$ cat config.mk
export PLATFORM = sky130hd
export DESIGN_NAME = rst_seq_gen_flat
export DESIGN_NICKNAME = d
export VERILOG_FILES = /design/src/rtl/rst_pkg.sv /design/src/rtl/rst_seq_gen_if.sv /design/src/rtl/rst_wdt_cnt.sv /design/src/rtl/rst_seq_gen.sv /design/src/flat_wrapper.sv
export SDC_FILE = /design/constraint.sdc
export NUM_CORES = 1
export LEC_CHECK = 0
export ABC_AREA = 1
export BUFFER_PORTS_ARGS = -buffer_cell sky130_fd_sc_hd__buf_2
export CAP_MARGIN = 10
export CORE_ASPECT_RATIO = 1.25
export CORE_UTILIZATION = 30
export DETAILED_ROUTE_END_ITERATION = 7
export HOLD_SLACK_MARGIN = 0.05
export MAX_ROUTING_LAYER = met4
export SLEW_MARGIN = 10
export SYNTH_ARGS = -nofsm -noshare
export SYNTH_HDL_FRONTEND = slang
export SYNTH_SLANG_ARGS = --single-unit
$ cat constraint.sdc
create_clock -name clk -period 1.1 [get_ports clk]
set_input_delay 0.11 -clock clk [delete_from_list [all_inputs] [get_ports clk]]
set_output_delay 0.11 -clock clk [all_outputs]
set_load 0.05 [all_outputs]
$ cat src/rtl/rst_pkg.sv
// Shared types for the reset sequencer: FSM states, reset-cause codes and the
// per-state domain mask used by rst_seq_gen and rst_wdt_cnt.
package rst_pkg;

  localparam int unsigned PHASE_W = 8;
  localparam int unsigned WDT_W   = 16;
  localparam int unsigned NUM_DOM = 3;

  typedef enum logic [2:0] {
    ST_HOLD = 3'd0,
    ST_REL0 = 3'd1,
    ST_REL1 = 3'd2,
    ST_REL2 = 3'd3,
    ST_RUN  = 3'd4
  } state_e;

  typedef enum logic [1:0] {
    CAUSE_POR  = 2'd0,
    CAUSE_SW   = 2'd1,
    CAUSE_WDT  = 2'd2,
    CAUSE_RSVD = 2'd3
  } cause_e;

  // Domains still held in reset while the sequencer sits in a given state.
  function automatic logic [NUM_DOM-1:0] dom_mask(input state_e st);
    logic [NUM_DOM-1:0] m;
    case (st)
      ST_HOLD, ST_REL0: m = 3'b111;
      ST_REL1:          m = 3'b110;
      ST_REL2:          m = 3'b100;
      default:          m = 3'b000;
    endcase
    return m;
  endfunction

endpackage

$ cat src/rtl/rst_seq_gen_if.sv
// Request/status bundle between the reset sequencer and its controller.
// slave = sequencer side, master = requester/observer side.
interface rst_seq_gen_if;
  import rst_pkg::*;

  logic                swrst_req;
  logic                wdt_en;
  logic                wdt_kick;
  logic                orst_;
  logic [NUM_DOM-1:0]  rstmsk;
  cause_e              rst_cause;
  logic                busy;

  modport master (
    output swrst_req, wdt_en, wdt_kick,
    input  orst_, rstmsk, rst_cause, busy
  );

  modport slave (
    input  swrst_req, wdt_en, wdt_kick,
    output orst_, rstmsk, rst_cause, busy
  );

endinterface

$ cat src/rtl/rst_wdt_cnt.sv
// Watchdog counter for the reset sequencer: counts RUN cycles while enabled and
// flags expiry combinationally when the terminal count is held without a kick.
module rst_wdt_cnt
  import rst_pkg::*;
#(
  parameter int unsigned WDT_LIMIT = 65535
) (
  input  logic clk,
  input  logic rst_,
  input  logic run,
  input  logic wdt_en,
  input  logic wdt_kick,
  output logic expire_c
);

  localparam logic [WDT_W-1:0] LIMIT = WDT_W'(WDT_LIMIT);

  logic [WDT_W-1:0] cnt_q, cnt_d;
  logic             counting_c;

  // A kick in the expiry cycle suppresses the expiry.
  assign counting_c = run & wdt_en & ~wdt_kick;
  assign expire_c   = counting_c & (cnt_q == LIMIT);

  always_comb begin
    cnt_d = '0;
    if (counting_c && !expire_c) begin
      cnt_d = cnt_q + WDT_W'(1);
    end
  end

  always_ff @(posedge clk) begin
    if (!rst_) begin
      cnt_q <= '0;
    end else begin
      cnt_q <= cnt_d;
    end
  end

endmodule

$ cat src/rtl/rst_seq_gen.sv
// Reset sequencer: holds orst_ low, then releases three reset domains in turn.
// Optional watchdog enabled by defining RST_SEQ_GEN_WDT_EN.
module rst_seq_gen
  import rst_pkg::*;
#(
  parameter int unsigned HOLD_CYC  = 16,
  parameter int unsigned STAGE_CYC = 4,
  parameter int unsigned WDT_LIMIT = 65535
) (
  input  logic          clk,
  input  logic          rst_,
  rst_seq_gen_if.slave  bus
);

  localparam logic [PHASE_W-1:0] HOLD_LAST  = PHASE_W'(HOLD_CYC - 1);
  localparam logic [PHASE_W-1:0] STAGE_LAST = PHASE_W'(STAGE_CYC - 1);

  state_e              state_q, state_d;
  logic [PHASE_W-1:0]  cnt_q, cnt_d;
  cause_e              cause_q, cause_d;
  logic                orst_q, orst_d;
  logic [NUM_DOM-1:0]  rstmsk_q, rstmsk_d;
  logic                busy_q, busy_d;
  logic                wdt_exp_c;

`ifdef RST_SEQ_GEN_WDT_EN
  logic in_run_c;

  assign in_run_c = (state_q == ST_RUN);

  rst_wdt_cnt #(
    .WDT_LIMIT (WDT_LIMIT)
  ) u_wdt (
    .clk      (clk),
    .rst_     (rst_),
    .run      (in_run_c),
    .wdt_en   (bus.wdt_en),
    .wdt_kick (bus.wdt_kick),
    .expire_c (wdt_exp_c)
  );
`else
  // Watchdog inputs are accepted but have no effect in this build.
  logic unused_wdt;
  assign unused_wdt = ^{bus.wdt_en, bus.wdt_kick, 16'(WDT_LIMIT)};
  assign wdt_exp_c  = 1'b0;
`endif

  // Phase sequencing; any reset request forces a fresh HOLD with cleared counter.
  always_comb begin
    state_d = state_q;
    cnt_d   = cnt_q + PHASE_W'(1);
    cause_d = cause_q;

    case (state_q)
      ST_HOLD: begin
        if (cnt_q == HOLD_LAST) begin
          state_d = ST_REL0;
          cnt_d   = '0;
        end
      end
      ST_REL0: begin
        if (cnt_q == STAGE_LAST) begin
          state_d = ST_REL1;
          cnt_d   = '0;
        end
      end
      ST_REL1: begin
        if (cnt_q == STAGE_LAST) begin
          state_d = ST_REL2;
          cnt_d   = '0;
        end
      end
      ST_REL2: begin
        if (cnt_q == STAGE_LAST) begin
          state_d = ST_RUN;
          cnt_d   = '0;
        end
      end
      ST_RUN: begin
        cnt_d = '0;
      end
      default: begin
        state_d = ST_HOLD;
        cnt_d   = '0;
      end
    endcase

    // Watchdog expiry outranks a simultaneous software request.
    if (wdt_exp_c) begin
      state_d = ST_HOLD;
      cnt_d   = '0;
      cause_d = CAUSE_WDT;
    end else if (bus.swrst_req) begin
      state_d = ST_HOLD;
      cnt_d   = '0;
      cause_d = CAUSE_SW;
    end

    orst_d   = (state_d != ST_HOLD);
    rstmsk_d = dom_mask(state_d);
    busy_d   = (state_d != ST_RUN);
  end

  always_ff @(posedge clk) begin
    if (!rst_) begin
      state_q  <= ST_HOLD;
      cnt_q    <= '0;
      cause_q  <= CAUSE_POR;
      orst_q   <= 1'b0;
      rstmsk_q <= '1;
      busy_q   <= 1'b1;
    end else begin
      state_q  <= state_d;
      cnt_q    <= cnt_d;
      cause_q  <= cause_d;
      orst_q   <= orst_d;
      rstmsk_q <= rstmsk_d;
      busy_q   <= busy_d;
    end
  end

  assign bus.orst_     = orst_q;
  assign bus.rstmsk    = rstmsk_q;
  assign bus.rst_cause = cause_q;
  assign bus.busy      = busy_q;

endmodule

$ cat src/flat_wrapper.sv
// flat-port wrapper written by rule: the top's interface ports become plain ports
module rst_seq_gen_flat import rst_pkg::*;
#(
  parameter int unsigned HOLD_CYC  = 16,
  parameter int unsigned STAGE_CYC = 4,
  parameter int unsigned WDT_LIMIT = 65535
)
  (clk, rst_, bus_swrst_req, bus_wdt_en, bus_wdt_kick, bus_orst_, bus_rstmsk, bus_rst_cause, bus_busy);
  rst_seq_gen_if bus_i ();
  input  logic clk;
  input  logic rst_;
  input wire logic [$bits(bus_i.swrst_req)-1:0] bus_swrst_req;
  input wire logic [$bits(bus_i.wdt_en)-1:0] bus_wdt_en;
  input wire logic [$bits(bus_i.wdt_kick)-1:0] bus_wdt_kick;
  output wire logic [$bits(bus_i.orst_)-1:0] bus_orst_;
  output wire logic [$bits(bus_i.rstmsk)-1:0] bus_rstmsk;
  output wire logic [$bits(bus_i.rst_cause)-1:0] bus_rst_cause;
  output wire logic [$bits(bus_i.busy)-1:0] bus_busy;
  assign bus_i.swrst_req = bus_swrst_req;
  assign bus_i.wdt_en = bus_wdt_en;
  assign bus_i.wdt_kick = bus_wdt_kick;
  assign bus_orst_ = bus_i.orst_;
  assign bus_rstmsk = bus_i.rstmsk;
  assign bus_rst_cause = bus_i.rst_cause;
  assign bus_busy = bus_i.busy;
  rst_seq_gen #(.HOLD_CYC(HOLD_CYC), .STAGE_CYC(STAGE_CYC), .WDT_LIMIT(WDT_LIMIT)) u_core (.clk(clk), .rst_(rst_), .bus(bus_i));
endmodule
==> results.txt <==
The run finished, with violations left. The final reports fail on negative setup slack. After synthesis, the cell types taking the most area are sky130_fd_sc_hd__dfxtp_1, sky130_fd_sc_hd__inv_1, sky130_fd_sc_hd__nor2_1.

The tools report the final count of hold timing violations as 0. After routing the design area is 0.00105 mm2. The run gives 1.30 ns as the data required time of the critical path. The number of ports placed on the die boundary is 12. In this run the worst path has a maximum fanout of 4. The total clock buffers created by CTS is 3, and the portion of the post-synthesis area used by sequential elements is 44.6%. The power after layout came out at 1030 uW. The logs give 4 for the detailed-router iteration count before antenna repair and 0 for the total inserted antenna cells. The floorplan step defined a die boundary enclosing 0.00275 mm2. The post-synth design cell area is 763 um2. Via count of the first global-routing pass: 637. The class of the tightest hold or removal check was input port to register. Counting distinct cell types in the post-synthesis netlist gives 27. The worst voltage drop across the vdd grid was 0.583 mV. The worst setup path is captured at a register.

In this run the static leakage power is 0.000448 uW. The smallest setup slack after layout was -0.123 ns. Summing all placed instances gives a cell area of 925 um2.

Number of cells traversed by the worst hold path: 3. The number of pins exceeding their max-slew limit in the final report is 0. Synthesis handed over a netlist of 93 instances.

After floorplanning, the core was divided into 20 placement rows. Beginning of the worst hold path: bus_swrst_req. Startpoint-to-endpoint class of the critical path: register to register.

Startpoint kind of the worst setup timing path: a register. For this run, design rule violations remaining after detail routing come to 0. For the worst flop-to-flop path, the logic depth is 8. The largest area contributor in the netlist is sky130_fd_sc_hd__dfxtp_1. The smallest clock period supported by the final layout is computed as 1.22 ns. The initial utilization of the core area, before any placement, comes to 31.4%.

The number of vias per cell after detailed routing came out at 4.30. The routed design has 1440 um of wire. Setup violations remaining at the end of the flow were counted as 16. The synthesized area per cell is 8.21 um2, and the die height is 58.4 um.

sky130_fd_sc_hd__dfxtp_1 is the most common cell in the netlist. TritonCTS built the clock tree. Detailed routing inserted a total of 637 vias. At the end of routability-driven placement, the weighted congestion stood at 0.826. Power spread over the standard cell area amounts to 981 mW/mm2. Summed over all nets, the half-perimeter wirelength after detailed placement is 1020 um. Clock latency reported for the late side of the worst-skew pair: 0.29 ns. Most used flip-flop cell after synthesis: sky130_fd_sc_hd__dfxtp_1. The logs give 0.00243 mm2 for the core area and 0 for the number of antenna violations at the first check in global routing. The net count of the finished layout is 122. In this run the register-to-register setup slack is -0.12 ns. Counting flops with a built-in enable in the synthesized netlist gives 0.

The commonest cells after synthesis are sky130_fd_sc_hd__dfxtp_1, sky130_fd_sc_hd__inv_1, sky130_fd_sc_hd__nor2_1, sky130_fd_sc_hd__nand2_1, sky130_fd_sc_hd__nor2_2. The worst hold path terminates at u_core.bus.rst_cause[0]. Entering global routing, the biggest net connects 11 pins.

For this run, the number of Yosys warnings is 0. The cell sitting at the root of the clock tree is a sky130_fd_sc_hd__clkbuf_4. Post-route fraction of the period consumed by the critical path: 111%. Clock-pin transition on the worst setup and hold timing paths: 0.10 ns. Proportion of synthesized flip-flops having asynchronous set or reset: 0%. The wire length of the first global-routing pass came out at 2400 um.

The width of the die works out to 47.1 um. When the netlist entered floorplanning its net count stood at 99. The post-route antenna net violation count is 0.

The tools report the maximum level of the CTS H-tree as 1. After detailed routing, the average wire length per cell comes to 9.72 um. Setup repair after global routing could not meet its margin everywhere. Data arrives at the worst endpoint at 1.43 ns. The detailed router finished its first iteration with 5 violations. Buffers placed on the I/O ports in this run total 8. The max-capacitance violation count is 0, and the setup clock skew after layout is 0.00251 ns. Static timing analysis puts the maximum clock frequency at 818 MHz. In this run the critical register-to-register path is launched from u_core.cnt_q[1]. The critical path starts at u_core.cnt_q[1]. The synthesized design contains 17 register bits. The overall fraction of global-route tracks in use was 12.7%; the clock net sink count was 17. The run gives 2 as the clock tree buffer depth. The end of the worst register-to-register path was u_core.bus.rstmsk[1].

Relative to the synthesized area, the layout overhead comes to 38.2%. The area share of the leading cell type in the synthesized netlist was 44.6%. The fraction of final layout cells sized beyond drive strength 1 is 51.3%. For this run the aggregate overflow at the end of global routing stands at 0.
## how the worst max path moves through the flow
stage / slack [ns] / cells past startpoint / end
after floorplan: 0.005 / 9 / u_core.bus.rstmsk[1]
after global placement: -0.09 / 8 / u_core.bus.rstmsk[1]
after detailed placement: -0.1 / 8 / u_core.bus.orst_
after CTS: -0.12 / 8 / u_core.bus.rstmsk[0]
after global routing: -0.22 / 8 / u_core.bus.rstmsk[1]
final: -0.12 / 8 / u_core.bus.rstmsk[1]
## metal layers
metal	wire length, um	track usage, %	vias up
met5	0	-	-
met4	58	8.57	0
met3	46	1.84	7
met2	748	20.8	15
met1	585	13.7	287
li1	-	-	328
## timing repair
item	in CTS	in global routing
resized for setup	6	15
hold buffers	1	0
endpoints found under the hold margin	1	0
pin swaps	9	15
setup endpoints to repair	15	16
buffers inserted	1	0
## flip-flops by register name, indices dropped and copies added (netlist names)
signal / cells
u_core.bus.rstmsk: 3
u_core.bus.orst_: 1
u_core.bus.busy: 1
u_core.cnt_q: 8
u_core.state_q: 3
u_core.bus.rst_cause: 1
## critical path: stages (launching register included)
cell                      delay, ns
sky130_fd_sc_hd__dfxtp_2       0.37
sky130_fd_sc_hd__ha_4          0.18
sky130_fd_sc_hd__nand2_2       0.09
sky130_fd_sc_hd__o21ai_2       0.14
sky130_fd_sc_hd__nand3_2       0.08
sky130_fd_sc_hd__nand2_2       0.09
sky130_fd_sc_hd__nand2_1       0.05
sky130_fd_sc_hd__nor2_1        0.09
sky130_fd_sc_hd__nor2_1        0.04
## per-stage QoR
stage / std cells / worst slack (ns) / hold WS, ns / utilization [%] / setup TNS (ns)
4_1_cts: 148 / -0.117 / 0.0554 / 40.8 / -0.825
5_1_grt: 148 / -0.219 / 0.0826 / 43.5 / -2.27
3_5_place_dp: 142 / -0.0971 / 0.375 / 38.1 / -0.556
6_report: 148 / -0.123 / 0.0633 / 43.5 / -1.15
2_1_floorplan: 93 / 0.00517 / 0.226 / - / 0
3_3_place_gp: 142 / -0.0857 / 0.353 / 38.1 / -0.396
## cells by family after synthesis
family | count (synthesis) | synth area share (%)
xor gates and xnor gates | 3 | 3.44
and+or+nand+nor | 50 | 36.7
DFF | 17 | 44.6
other | 1 | 0.491
adders and majority gates | 1 | 1.64
buffers and inverters | 17 | 8.85
AOI/OAI and AO/OA | 4 | 4.26
## area by class of cell
class | instances | area (um2)
Tap cell | 33 | 41.3
Fill cell | 242 | 1370
Inverter | 16 | 60.1
Clock inverter | 1 | 5.00
Timing Repair Buffer | 19 | 125
Multi-Input combinational cell | 59 | 457
Clock buffer | 3 | 22.5
Sequential cell | 17 | 344
## placed cells by master, fill, tap and decap left out, drive strengths merged
cell / count
buf: 18
nor3: 2
a21oi: 2
clkinv: 1
xor2: 2
nand2: 15
nor3b: 1
nand3: 7
xnor2: 1
dlygate4sd3: 1
or2: 1
dfxtp: 17
conb: 1
ha: 1
o21ai: 1
nor2: 21
clkbuf: 3
a31oi: 1
inv: 16
and3b: 1
nand4: 1
and3: 1
## power by group
part / internal [uW] / total (uW) / switching (uW)
logic: 24.2 / 68.1 / 43.9
clock network: 135 / 339 / 204
registers: 622 / 627 / 5.00
total: 782 / 1030 / 253
Power figures use the tool's default switching activity.
